<file path="config.mk">
export PLATFORM = sky130hd
export DESIGN_NAME = rob_commit_ctrl
export DESIGN_NICKNAME = d
export VERILOG_FILES = /design/src/rtl/rob_commit_ctrl.sv
export SDC_FILE = /design/constraint.sdc
export NUM_CORES = 1
export LEC_CHECK = 0
export CORE_ASPECT_RATIO = 1.25
export CORE_MARGIN = 2
export CORE_UTILIZATION = 50
export DETAILED_ROUTE_END_ITERATION = 10
export GPL_TIMING_DRIVEN = 0
export PLACE_DENSITY = 0.73
export SLEW_MARGIN = 20
export SYNTH_ARGS = -nofsm -noshare
export SYNTH_HDL_FRONTEND = slang
export SYNTH_SLANG_ARGS = --single-unit
</file>
<file path="constraint.sdc">
create_clock -name clk -period 4.3 [get_ports clk]
set_clock_uncertainty 0.2 [all_clocks]
set_input_delay 0.645 -clock clk [delete_from_list [all_inputs] [get_ports clk]]
set_output_delay 0.645 -clock clk [all_outputs]
set_load 0.01 [all_outputs]
</file>
<file path="src/rtl/rob_commit_ctrl.sv">
// rob_commit_ctrl: in-order reorder-buffer controller feeding a renaming register file.
// Allocates tags at issue, records CDB completions, retires in program order.
// Optional macro ROB_CDB_BYPASS_EN: a CDB broadcast hitting the waiting head
// entry retires it in the same cycle (zero-cycle completion-to-commit).
module rob_commit_ctrl #(
  parameter int unsigned ROB_WIDTH = 3,
  parameter int unsigned REG_WIDTH = 5
) (
  input  logic                 clk,
  input  logic                 rst,
  input  logic                 flush,
  input  logic                 issue_req,
  input  logic [REG_WIDTH-1:0] issue_reg,
  output logic                 issue_ack,
  output logic [ROB_WIDTH-1:0] issue_tag,
  input  logic                 cdb_valid,
  input  logic [ROB_WIDTH-1:0] cdb_tag,
  input  logic [31:0]          cdb_data,
  output logic                 commit,
  output logic [ROB_WIDTH-1:0] commit_tag,
  output logic [REG_WIDTH-1:0] commit_reg,
  output logic [31:0]          commit_data,
  output logic [ROB_WIDTH:0]   count,
  output logic                 full,
  output logic                 empty
);

  localparam int unsigned DEPTH = 2 ** ROB_WIDTH;
  localparam int unsigned CW    = ROB_WIDTH + 1;

  logic [DEPTH-1:0]     busy_q, busy_d;
  logic [DEPTH-1:0]     done_q, done_d;
  logic [REG_WIDTH-1:0] reg_q  [DEPTH];
  logic [31:0]          data_q [DEPTH];
  logic [ROB_WIDTH-1:0] head_q, head_d;
  logic [ROB_WIDTH-1:0] tail_q, tail_d;
  logic [CW-1:0]        count_q, count_d;
  logic                 cdb_hit_c;
  logic                 bypass_c;

  // Completions only land on entries that are still allocated.
  assign cdb_hit_c = cdb_valid & busy_q[cdb_tag];

`ifdef ROB_CDB_BYPASS_EN
  // Head is waiting on exactly this broadcast: retire it straight from the CDB.
  assign bypass_c = cdb_valid & busy_q[head_q] & ~done_q[head_q] & (cdb_tag == head_q);
`else
  assign bypass_c = 1'b0;
`endif

  // Status and handshake outputs; issue is refused when full even if the head retires.
  assign full        = (count_q == CW'(DEPTH));
  assign empty       = (count_q == '0);
  assign count       = count_q;
  assign issue_ack   = issue_req & ~full & ~flush;
  assign issue_tag   = tail_q;
  assign commit      = busy_q[head_q] & (done_q[head_q] | bypass_c) & ~flush;
  assign commit_tag  = head_q;
  assign commit_reg  = reg_q[head_q];
  assign commit_data = bypass_c ? cdb_data : data_q[head_q];

  // Next-state for entry flags, pointers and occupancy; allocation is applied last so it wins.
  always_comb begin
    busy_d  = busy_q;
    done_d  = done_q;
    head_d  = head_q;
    tail_d  = tail_q;
    count_d = count_q;
    if (flush) begin
      busy_d  = '0;
      done_d  = '0;
      head_d  = '0;
      tail_d  = '0;
      count_d = '0;
    end else begin
      if (cdb_hit_c) begin
        done_d[cdb_tag] = 1'b1;
      end
      if (commit) begin
        busy_d[head_q] = 1'b0;
        done_d[head_q] = 1'b0;
        head_d         = head_q + ROB_WIDTH'(1);
      end
      if (issue_ack) begin
        busy_d[tail_q] = 1'b1;
        done_d[tail_q] = 1'b0;
        tail_d         = tail_q + ROB_WIDTH'(1);
      end
      case ({issue_ack, commit})
        2'b10:   count_d = count_q + CW'(1);
        2'b01:   count_d = count_q - CW'(1);
        default: count_d = count_q;
      endcase
    end
  end

  // Control state register.
  always_ff @(posedge clk or posedge rst) begin
    if (rst) begin
      busy_q  <= '0;
      done_q  <= '0;
      head_q  <= '0;
      tail_q  <= '0;
      count_q <= '0;
    end else begin
      busy_q  <= busy_d;
      done_q  <= done_d;
      head_q  <= head_d;
      tail_q  <= tail_d;
      count_q <= count_d;
    end
  end

  // Payload storage (not reset): destination register at issue, result at completion.
  always_ff @(posedge clk) begin
    if (!flush) begin
      if (issue_ack) begin
        reg_q[tail_q] <= issue_reg;
      end
      if (cdb_hit_c) begin
        data_q[cdb_tag] <= cdb_data;
      end
    end
  end

endmodule

</file>
==> results of run 1 <==
worst max-delay path by stage:
stage | to | slack (ps) | depth (start not counted)
finish | commit_data[20] | 190 | 7
global route | commit_data[3] | 30 | 6
CTS | commit_data[3] | 120 | 6
detailed placement | data_q[4][18]$_DFFE_PP_ | 150 | 7
global placement | data_q[7][22]$_DFFE_PP_ | -1390 | 6
floorplan | data_q[5][0]$_DFFE_PP_ | 690 | 5
cell families (layout without fill, tap and decap cells):
family,after synthesis,count (layout)
DFF,322,322
and+or+nand+nor,209,209
muxes,79,79
AOI/OAI and AO/OA,48,48
buffers and inverters,45,201
xor gates and xnor gates,5,5
adders and majority gates,4,4
other,0,1
cell usage after synthesis (2+ instances only):
cell | instances | share of area (%)
nor2_1 | 28 | 0.82
mux2i_1 | 4 | 0.31
o221a_1 | 2 | 0.18
o21ai_1 | 2 | 0.078
and2_1 | 2 | 0.098
ha_1 | 4 | 0.39
buf_1 | 5 | 0.15
xnor2_1 | 2 | 0.14
inv_2 | 3 | 0.088
a31oi_1 | 5 | 0.24
a21oi_1 | 9 | 0.35
a41oi_1 | 3 | 0.20
or4b_1 | 2 | 0.16
nand3_1 | 8 | 0.31
a21o_1 | 3 | 0.18
nor4_1 | 6 | 0.29
mux4_2 | 75 | 13
o21ai_0 | 5 | 0.20
a2111oi_0 | 3 | 0.20
a211oi_1 | 2 | 0.12
nor3_1 | 10 | 0.39
and3_1 | 4 | 0.20
nand2_1 | 127 | 3.7
clkbuf_1 | 23 | 0.67
xor2_1 | 2 | 0.14
inv_1 | 3 | 0.088
a31o_1 | 2 | 0.14
dfrtp_1 | 26 | 5.1
buf_2 | 10 | 0.39
edfxtp_1 | 296 | 69
o211ai_1 | 2 | 0.12
o21bai_1 | 3 | 0.18
nand2b_1 | 7 | 0.34
or3b_1 | 2 | 0.14
nor2b_1 | 7 | 0.34
per-layer routing:
layer | vias up | track usage, % | share of wire (%)
li1 | 3075 | - | -
met3 | 38 | 3.23 | 6.3
met4 | 0 | 5.81 | 2.0
met2 | 229 | 34.8 | 52
met5 | - | 0 | 0
met1 | 3585 | 27.4 | 40
timing repair:
action	CTS	global route
endpoints found under the setup margin	1	5
resized for setup	1	4
endpoints found under the hold margin	0	0
hold buffers	0	0
worst max-delay path: stages (launching register included):
cell	delay, ps
dfrtp_1	490
buf_2	250
inv_2	110
clkbuf_1	530
clkbuf_1	500
nand2_1	120
nand2_1	150
clkdlybuf4s50_1	550
power groups by stage:
stage / clock network (W) / registers (W) / logic, W
detailed placement: 0 / 0.00351 / 0.000186
global route: 0.00245 / 0.00345 / 0.000204
global placement: 0 / 0.00351 / 0.000175
floorplan: 0 / 0.00351 / 0.0000670
CTS: 0.00233 / 0.00345 / 0.000187
finish: 0.00230 / 0.00345 / 0.000185
sequential cells by signal (all words and copies together), names as in the netlist:
signal and count:
data_q 256, busy_q 8, issue_tag 3, reg_q 40, count 4, commit_tag 3, done_q 8
stage by stage:
| step | setup TNS, ps | cell area, um2 |
|---|---|---|
| final | 0 | 15300 |
| after global routing | 0 | 15300 |
| after CTS | 0 | 15300 |
| after detailed placement | 0 | 14500 |
| after global placement | -303010 | 14200 |
| after floorplan | 0 | 12800 |
area by class of cell:
class | instances | area (um2) | share of cell area, %
Buffer | 38 | 159 | 1.04
Tap cell | 335 | 419 | 2.73
Multi-Input combinational cell | 345 | 3170 | 20.7
Inverter | 7 | 27.5 | 0.179
Clock inverter | 17 | 83.8 | 0.547
Timing Repair Buffer | 105 | 1190 | 7.77
Clock buffer | 34 | 744 | 4.85
Antenna cell | 1 | 2.50 | 0.0163
Sequential cell | 322 | 9540 | 62.2
==> run summary, run 1 <==
routed vias -> 6927
Synth Area in XOR/XNOR -> 0.449%
final critical-path required period -> 4110 ps
post-synthesis compound-gate area fraction -> 2.66%
R2R depth -> 9
synthesized cell area -> 12800 um2
Top Ports -> 96
antenna violations before repair -> 1
Yosys reg bits -> 322
first-pass GRT wire length -> 41800 um
Hold Vio Cnt, Final -> 0
Starting Density -> 50.9%
CTS tree -> yes
Post-Place Setup Slack -> 147 ps
worst setup path startpoint -> commit_tag[1]$_DFFE_PP0P_
antenna-violating nets left -> 0
Flop pwr share -> 58.1%
Logic pwr share -> 3.1%
period utilisation layout -> 95.5%
Die Y-Extent -> 183 um
Top FF cell, synth -> edfxtp_1
largest net degree at the start of global routing -> 27
HP Class -> input port to asynchronous set/reset pin
row count -> 65
register area share after synthesis -> 74.4%
# Max-Cap Violations -> 0
Synth Area in Simple Gates -> 7.21%
status -> complete, no violations
FFs w/ async S/R, synth -> 8.07%
Max Clock Freq -> 243 MHz
DRT Pass-1 Iters -> 5
synthesis-to-layout area growth -> 19.6%
Adder-Cell Fraction of Synth Area -> 0.390%
Clk Latency, worst-skew pair -> 550 ps
Psw -> 0.00119 W
Final HPWL DP -> 17200 um
Ys Warns -> 0
fin nets -> 897
Setup violations, final -> 0
vias in the first global route -> 7191
WP data required -> 3450 ps
internal cell power -> 0.00475 W
Clk pwr share -> 38.8%
most frequent cells in the layout -> edfxtp_1, nand2_1, clkdlybuf4s50_1, mux4_2, clkbuf_16
CP Data Arrival Time -> 3260 ps
Reg2Reg Setup Slack -> 960 ps
DRT iter0 DRCs -> 568
Via-to-Cell Ratio -> 5.75
Yosys cell types -> 50
Tightest Pin Transition -> 1090 ps
Worst Path Max Fanout -> 10
CTS clk-pin slew, worst paths -> 60 ps
Max clock buf depth -> 3
H-tree depth -> 1
R2R Path Start -> commit_tag[0]$_DFFE_PP0P_
synthesized area per cell -> 18.0 um2
Port Buffers -> 94
DR WL/cell -> 22.5 um
Mapped Nets -> 761
Final Core Density -> 60.8%
Placed Cells -> 1152
area of the die -> 27000 um2
Sw Share -> 20.0%
GP Congestion -> 0.901
post-synthesis mux area share -> 13.5%
Detailed Route WL -> 27100 um
critical setup path kind -> flip-flop to output pin
Rel. slew slack -> 26.7%
hold slack -> 320 ps
Final Max Slew Viols -> 0
cts bufs inserted -> 29
root buf cell -> clkbuf_16
most common cell after layout, fill and taps aside -> edfxtp_1
RSZ-0062 raised after global routing -> no
Lkg Pwr -> 5.06 nW
Setup Fix Bufs, Post-CTS -> 0
Critical R2R Capture -> count[2]$_DFFE_PP0P_
VDD IR max -> 0.000338 V
CTS Sinks -> 322
core area -> 25200 um2
share of cells above drive strength 1 -> 17.6%
critical path launch point type -> flip-flop
Fill cells -> 1811
Pwr Total -> 0.00594 W
EDFF count, synth -> 296
combinational family with the most area after synthesis -> multiplexers
DRC -> 0
grt ovf -> 0
GRT Total Usage -> 20.3%
Power per Cell Area -> 387 nW/um2
synthesized instance count -> 712
worst setup margin -> 192 ps
post-route insts no fill -> 1204
crit end category -> output pin
die width -> 147 um
Power figures use the tool's default switching activity.
==> inputs of run 2 (changes only) <==
Settings changed: SETUP_SLACK_MARGIN set to 0.02.
==> results of run 2 <==
Final layout, timing and power as in run 1 (identical DEF).
